$ cat config.mk
export PLATFORM = sky130hd
export DESIGN_NAME = spi_slave_tx
export DESIGN_NICKNAME = d
export VERILOG_FILES = /design/src/rtl/spi_pkg.sv /design/src/rtl/spi_sync_edge.sv /design/src/rtl/spi_slave_tx.sv
export SDC_FILE = /design/constraint.sdc
export NUM_CORES = 1
export LEC_CHECK = 0
export CAP_MARGIN = 20
export CORE_UTILIZATION = 45
export CTS_BUF_LIST = sky130_fd_sc_hd__clkbuf_16
export DETAILED_ROUTE_END_ITERATION = 6
export GPL_TIMING_DRIVEN = 0
export PLACE_DENSITY_LB_ADDON = 0.15
export SLEW_MARGIN = 15
export SYNTH_ARGS = -nofsm -noshare
export SYNTH_HDL_FRONTEND = slang
export SYNTH_HIERARCHICAL = 1
export SYNTH_SLANG_ARGS = --single-unit
$ cat constraint.sdc
create_clock -name clk -period 3.9 [get_ports clk]
set_input_delay 0.39 -clock clk [delete_from_list [all_inputs] [get_ports clk]]
set_output_delay 0.39 -clock clk [all_outputs]
set_load 0.1 [all_outputs]
$ cat src/rtl/spi_pkg.sv
// Shared constants and state type for the SPI slave datapath blocks.
package spi_pkg;

  localparam int unsigned SPI_BYTE_W    = 8;
  localparam int unsigned SPI_BIT_CNT_W = $clog2(SPI_BYTE_W);

  localparam logic [SPI_BYTE_W-1:0] SPI_DEFAULT_BYTE = 8'hFF;

  typedef enum logic [1:0] {
    IDLE  = 2'd0,
    LOAD  = 2'd1,
    SHIFT = 2'd2
  } spi_tx_state_t;

endpackage

$ cat src/rtl/spi_sync_edge.sv
// Multi-flop synchroniser for one asynchronous pin plus a one-cycle rise/fall
// strobe generator; RST_VAL should match the pin's idle level.
module spi_sync_edge #(
  parameter int unsigned STAGES  = 2,
  parameter logic        RST_VAL = 1'b0
) (
  input  logic clk,
  input  logic rst_n,
  input  logic din,
  output logic rise_c,
  output logic fall_c
);

  logic [STAGES-1:0] sync_q;
  logic              prev_q;

  always_ff @(posedge clk or negedge rst_n) begin
    if (!rst_n) begin
      sync_q <= {STAGES{RST_VAL}};
      prev_q <= RST_VAL;
    end else begin
      sync_q <= {sync_q[STAGES-2:0], din};
      prev_q <= sync_q[STAGES-1];
    end
  end

  assign rise_c = sync_q[STAGES-1] & ~prev_q;
  assign fall_c = ~sync_q[STAGES-1] & prev_q;

endmodule

$ cat src/rtl/spi_slave_tx.sv
// SPI mode-0 slave transmitter: one-entry holding register feeding an
// MSB-first shifter on MISO, all logic in the system clock domain.
module spi_slave_tx
  import spi_pkg::*;
#(
  parameter logic [SPI_BYTE_W-1:0] DEFAULT_BYTE = SPI_DEFAULT_BYTE,
  parameter int unsigned           SYNC_STAGES  = 2
) (
  input  logic                  clk,
  input  logic                  rst_n,
  input  logic                  spi_sck,
  input  logic                  spi_cs,
  output logic                  spi_miso,
  output logic                  spi_miso_oe,
  input  logic [SPI_BYTE_W-1:0] tx_data,
  input  logic                  tx_valid,
  output logic                  tx_ready,
  output logic                  tx_done,
  output logic                  tx_underrun,
  output logic                  tx_abort,
  output logic                  busy
);

  localparam logic [SPI_BIT_CNT_W-1:0] LAST_BIT = SPI_BIT_CNT_W'(SPI_BYTE_W - 1);

  logic sck_rise;
  logic sck_fall;
  logic cs_rise;
  logic cs_fall;

  spi_tx_state_t              state;
  logic [SPI_BIT_CNT_W-1:0]   bit_cnt;
  logic                       reload;
  logic [SPI_BYTE_W-1:0]      hold_q;
  logic [SPI_BYTE_W-1:0]      shift_q;
  logic                       load_c;

  spi_sync_edge #(
    .STAGES  (SYNC_STAGES),
    .RST_VAL (1'b0)
  ) u_sck_sync (
    .clk    (clk),
    .rst_n  (rst_n),
    .din    (spi_sck),
    .rise_c (sck_rise),
    .fall_c (sck_fall)
  );

  spi_sync_edge #(
    .STAGES  (SYNC_STAGES),
    .RST_VAL (1'b1)
  ) u_cs_sync (
    .clk    (clk),
    .rst_n  (rst_n),
    .din    (spi_cs),
    .rise_c (cs_rise),
    .fall_c (cs_fall)
  );

  // Shifter load point: start of selection, or first SCK fall after a full byte.
  assign load_c = !cs_rise &&
                  ((state == IDLE && cs_fall) || (state == SHIFT && sck_fall && reload));

  assign spi_miso = shift_q[SPI_BYTE_W-1];

  // Holding register; a load sees the pre-write state, so a same-cycle write stays queued.
  always_ff @(posedge clk or negedge rst_n) begin
    if (!rst_n) begin
      hold_q   <= '0;
      tx_ready <= 1'b1;
    end else if (load_c && !tx_ready) begin
      tx_ready <= 1'b1;
    end else if (tx_valid && tx_ready) begin
      hold_q   <= tx_data;
      tx_ready <= 1'b0;
    end
  end

  always_ff @(posedge clk or negedge rst_n) begin
    if (!rst_n) begin
      state       <= IDLE;
      bit_cnt     <= '0;
      reload      <= 1'b0;
      shift_q     <= '0;
      tx_done     <= 1'b0;
      tx_underrun <= 1'b0;
      tx_abort    <= 1'b0;
      busy        <= 1'b0;
      spi_miso_oe <= 1'b0;
    end else begin
      tx_done     <= 1'b0;
      tx_underrun <= 1'b0;
      tx_abort    <= 1'b0;

      if (load_c) begin
        shift_q     <= tx_ready ? DEFAULT_BYTE : hold_q;
        tx_underrun <= tx_ready;
      end

      // Deselect has priority over any SCK activity in the same cycle.
      if (cs_rise) begin
        state       <= IDLE;
        busy        <= 1'b0;
        spi_miso_oe <= 1'b0;
        shift_q     <= '0;
        bit_cnt     <= '0;
        reload      <= 1'b0;
        tx_abort    <= (bit_cnt != '0);
      end else begin
        unique case (state)
          IDLE: begin
            if (cs_fall) begin
              state       <= LOAD;
              busy        <= 1'b1;
              spi_miso_oe <= 1'b1;
            end
          end
          LOAD: begin
            state <= SHIFT;
          end
          SHIFT: begin
            if (sck_rise) begin
              if (bit_cnt == LAST_BIT) begin
                bit_cnt <= '0;
                reload  <= 1'b1;
                tx_done <= 1'b1;
              end else begin
                bit_cnt <= bit_cnt + 1'b1;
              end
            end else if (sck_fall) begin
              if (reload) begin
                reload <= 1'b0;
              end else begin
                shift_q <= {shift_q[SPI_BYTE_W-2:0], 1'b0};
              end
            end
          end
          default: begin
            state <= IDLE;
          end
        endcase
      end
    end
  end

endmodule
==> flow_results.xml, run 1 <==
<?xml version="1.0" encoding="UTF-8"?>
<metrics>
  <group name="critical_path">
    <metric name="critical_path_buf_inv_count" unit="">1</metric>
    <metric name="critical_path.reg2reg.startpoint" unit="">u_cs_sync/sync_q[1]</metric>
    <metric name="timing.reg2reg.setup_slack" unit="ns">1.99</metric>
    <metric name="timing.critical_path.slowest_stage_cell" unit="">clkdlybuf4s50_1</metric>
    <metric name="start_kind" unit="">register</metric>
    <metric name="worst_path_dominant_cell_family" unit="">buffers and inverters</metric>
    <metric name="path_max_fanout" unit="">3</metric>
    <metric name="path_cells" unit="">clkdlybuf4s50_1</metric>
    <metric name="cp_slowest_stage_delay" unit="ns">1.13</metric>
    <metric name="cp_data_arrival_time" unit="ns">1.95</metric>
    <metric name="destination_of_the_worst_register_to_register_timing_path" unit="">shift_q[1]</metric>
    <metric name="worst_r2r_path_depth" unit="">4</metric>
    <metric name="path_class" unit="">reg2out</metric>
    <metric name="cp.required" unit="ns">3.51</metric>
    <metric name="crit_path_end_kind" unit="">output pin</metric>
  </group>
  <group name="global_route">
    <metric name="first_global_vias" unit="">1038</metric>
    <metric name="grt_antenna_before_repair" unit="">0</metric>
    <metric name="grt_max_degree" unit="">34</metric>
    <metric name="grt_usage" unit="%">17.5</metric>
    <metric name="global_route.overflow_total" unit="">0</metric>
    <metric name="grt_pass1_wl" unit="um">4280</metric>
  </group>
  <group name="sta">
    <metric name="timing.final.crit_period" unit="ns">2.34</metric>
    <metric name="slew_violations" unit="">0</metric>
    <metric name="rsz0062_at_grt" unit="">no</metric>
    <metric name="setup_tns" unit="ns">0</metric>
    <metric name="slew-limit-headroom" unit="%">35.2</metric>
    <metric name="setup_viol" unit="">0</metric>
    <metric name="fmaxAchievable" unit="MHz">428</metric>
    <metric name="final_min_period_over_clock_period" unit="%">59.9</metric>
    <metric name="hold_viol_final" unit="">0</metric>
    <metric name="hold_ws" unit="ns">0.166</metric>
    <metric name="fin_worst_skew" unit="ns">0.00493</metric>
    <metric name="setup_slack" unit="ns">1.56</metric>
    <metric name="timing_worst_slew_pin_value" unit="ns">0.969</metric>
  </group>
  <group name="synthesis">
    <metric name="main_combinational_cell_family_by_area_after_synthesis" unit="">simple AND/OR/NAND/NOR gates</metric>
    <metric name="synthSimpleGateAreaFrac" unit="%">17.5</metric>
    <metric name="post_synth_num_cell_types" unit="">31</metric>
    <metric name="yosys.area.top_type_share" unit="%">51.1</metric>
    <metric name="synth_xor_area_share" unit="%">0.617</metric>
    <metric name="netlist_top_cells_area" unit="">dfrtp_1, dfstp_2, mux2_2</metric>
    <metric name="syn_area_per_cell" unit="um^2">11.9</metric>
    <metric name="synth_top_area_cell" unit="">dfrtp_1</metric>
    <metric name="synthesis.instances" unit="">119</metric>
    <metric name="synth_fp_nets" unit="">135</metric>
    <metric name="ys_seq_elements" unit="">33</metric>
    <metric name="yosys_warnings" unit="">6</metric>
    <metric name="synth_compound_area_share" unit="%">10.4</metric>
    <metric name="synth-adder-area-share" unit="%">2.65</metric>
    <metric name="summed_instance_area_of_the_synthesized_netlist" unit="um^2">1420</metric>
    <metric name="share_of_the_yosys_chip_area_belonging_to_registers" unit="%">58.6</metric>
    <metric name="synth_mux_area_share" unit="%">7.05</metric>
  </group>
  <group name="pwr">
    <metric name="power.switching_fraction" unit="%">31.4</metric>
    <metric name="combinationalPowerShare" unit="%">27.4</metric>
    <metric name="power.density" unit="nW/um^2">647</metric>
    <metric name="power.ir.vdd_worst" unit="V">0.000359</metric>
    <metric name="switchingPower" unit="uW">365</metric>
    <metric name="internal_power" unit="uW">797</metric>
    <metric name="p_clk_share" unit="%">30.8</metric>
    <metric name="power.leakage" unit="nW">0.778</metric>
    <metric name="seq_power_share" unit="%">41.8</metric>
  </group>
  <group name="drt">
    <metric name="detailedRoute.firstIterationViolations" unit="">30</metric>
    <metric name="post_drt_via_cell_ratio" unit="">5.03</metric>
    <metric name="vias" unit="">955</metric>
    <metric name="wirelength" unit="um">2390</metric>
    <metric name="wire_per_inst" unit="um">12.6</metric>
    <metric name="remaining_drc_errors" unit="">0</metric>
    <metric name="route.antenna.remaining_nets" unit="">0</metric>
    <metric name="drt_first_pass_iters" unit="">4</metric>
  </group>
  <group name="finish">
    <metric name="num_antenna_cells" unit="">0</metric>
    <metric name="area_delta_synth_final" unit="%">26.6</metric>
    <metric name="nNetsFinal" unit="">161</metric>
    <metric name="layout.cells.most_common" unit="">dfrtp_1</metric>
    <metric name="share_of_layout_cells_above_drive_strength_1" unit="%">20.5</metric>
    <metric name="most-common-layout-cells" unit="">dfrtp_1, clkdlybuf4s50_1, nor2_1, nand2_1, mux2_2</metric>
  </group>
  <group name="placed_design">
    <metric name="place.detailed.hpwl" unit="um">1730</metric>
    <metric name="portBuffers" unit="">19</metric>
    <metric name="place_ws" unit="ns">1.86</metric>
    <metric name="place_congestion" unit="">0.748</metric>
  </group>
  <group name="cts">
    <metric name="clock_tree_from_tritoncts" unit="">done</metric>
    <metric name="h-tree-depth" unit="">2</metric>
    <metric name="post_cts.resized_instances" unit="">0</metric>
    <metric name="postCtsHoldBufs" unit="">0</metric>
    <metric name="cts_made_buffers" unit="">5</metric>
    <metric name="clkSlewWorstSetupHoldPaths" unit="ns">0.05</metric>
    <metric name="cts_num_sinks" unit="">33</metric>
    <metric name="max-clock-path-buffers" unit="">2</metric>
    <metric name="postCtsSetupRepairBufs" unit="">0</metric>
    <metric name="worstSkewPairLatency" unit="ns">0.27</metric>
    <metric name="cell_at_the_root_of_the_clock_tree" unit="">clkbuf_16</metric>
  </group>
  <group name="floorplan">
    <metric name="design.die.area" unit="um^2">3380</metric>
    <metric name="io-pin-count" unit="">20</metric>
    <metric name="die_y" unit="um">58.2</metric>
    <metric name="placementRows" unit="">20</metric>
    <metric name="start_util" unit="%">46.9</metric>
    <metric name="die_w" unit="um">58.2</metric>
    <metric name="core" unit="um^2">3030</metric>
  </group>
  <group name="job">
    <metric name="max-cap-violations" unit="">0</metric>
  </group>
  <group name="hold_path">
    <metric name="class_of_the_tightest_hold_or_removal_check" unit="">in2async</metric>
  </group>
  <group name="status">
    <metric name="run_status" unit="">finished clean</metric>
  </group>
</metrics>
[worst max-delay path by stage]
stage | startpoint | to | slack (ns) | cells after the start
floorplan | busy | spi_miso_oe | 2.17 | 1
global placement | rst_n | hold_q[5] | 1.84 | 1
detailed placement | tx_ready | tx_ready | 1.86 | 1
CTS | tx_ready | tx_ready | 1.55 | 1
global route | tx_ready | tx_ready | 1.53 | 1
finish | tx_ready | tx_ready | 1.56 | 1
[sequential cells by signal, summed over array words and instances, names as in the netlist, 2 cells and up]
signal / count
state: 2
u_cs_sync/sync_q: 2
hold_q: 8
u_sck_sync/sync_q: 2
shift_q: 8
bit_cnt: 3
[power groups by stage]
| stage | registers (mW) | logic, mW | clock network, mW |
|---|---|---|---|
| 4_1_cts | 0.486 | 0.324 | 0.369 |
| 5_1_grt | 0.498 | 0.348 | 0.383 |
| 3_5_place_dp | 0.490 | 0.322 | 0 |
| 6_report | 0.485 | 0.319 | 0.358 |
| 3_3_place_gp | 0.485 | 0.313 | 0 |
| 2_1_floorplan | 0.545 | 0.183 | 0 |
[kinds of logic after synthesis]
group           after synthesis
simple gates                 48
fa+ha+maj                     3
flops                        33
xor+xnor                      1
compound gates               16
buf+inv                       9
mux                           9
[synth_stat cells, drive strengths merged]
| master | n |
|---|---|
| a2111oi | 1 |
| a211oi | 1 |
| a21o | 2 |
| a21oi | 4 |
| a22oi | 1 |
| a32o | 7 |
| and2 | 1 |
| and2b | 2 |
| buf | 2 |
| clkbuf | 2 |
| dfrtp | 29 |
| dfstp | 4 |
| ha | 3 |
| inv | 5 |
| mux2 | 8 |
| mux2i | 1 |
| nand2 | 12 |
| nand2b | 1 |
| nand3 | 4 |
| nand3b | 1 |
| nor2 | 12 |
| nor2b | 3 |
| nor3 | 3 |
| nor4 | 1 |
| or2 | 7 |
| or3 | 1 |
| xnor2 | 1 |
[metrics by stage]
stage	power (mW)	cell area, um^2	utilization, %	cells
2_1_floorplan	0.728	1420	-	119
3_3_place_gp	0.798	1660	55.0	182
3_5_place_dp	0.813	1660	54.8	182
4_1_cts	1.18	1800	59.3	190
5_1_grt	1.23	1800	59.3	190
6_report	1.16	1800	59.3	190
[final cells by class]
cell class | count | area (um^2)
Fill cell | 268 | 1230
Sequential cell | 33 | 831
Multi-Input combinational cell | 77 | 543
Timing Repair Buffer | 19 | 185
Clock buffer | 5 | 125
Tap cell | 44 | 55.1
Buffer | 4 | 26.3
Inverter | 5 | 18.8
Clock inverter | 3 | 12.5
[routing by layer]
| layer | up-vias | wire (um) | track usage [%] |
|---|---|---|---|
| met5 | - | 0 | 0 |
| met2 | 24 | 1220 | 30.4 |
| li1 | 462 | - | - |
| met3 | 4 | 94 | 6.92 |
| met4 | 0 | 29 | 8.50 |
| met1 | 465 | 1040 | 18.6 |
No activity file was read; power rests on OpenSTA's default activity.
==> inputs of run 2 (changes only) <==
==> constraint.sdc (replaced) <==
create_clock -name clk -period 2.4 [get_ports clk]
set_input_delay 0.24 -clock clk [delete_from_list [all_inputs] [get_ports clk]]
set_output_delay 0.24 -clock clk [all_outputs]
set_load 0.1 [all_outputs]
==> results of run 2 <==
Same layout as run 1 (identical final DEF). Status: finished clean.
Main changes from that run: setup slack after placement 1.86 ns -> 0.480 ns; setup slack after layout 1.56 ns -> 0.213 ns; hold slack 0.166 ns -> 0.0163 ns; register-to-register setup slack 1.99 ns -> 0.49 ns; total power 1.16 mW -> 1.89 mW; worst IR drop on VDD 0.000359 V -> 0.000584 V
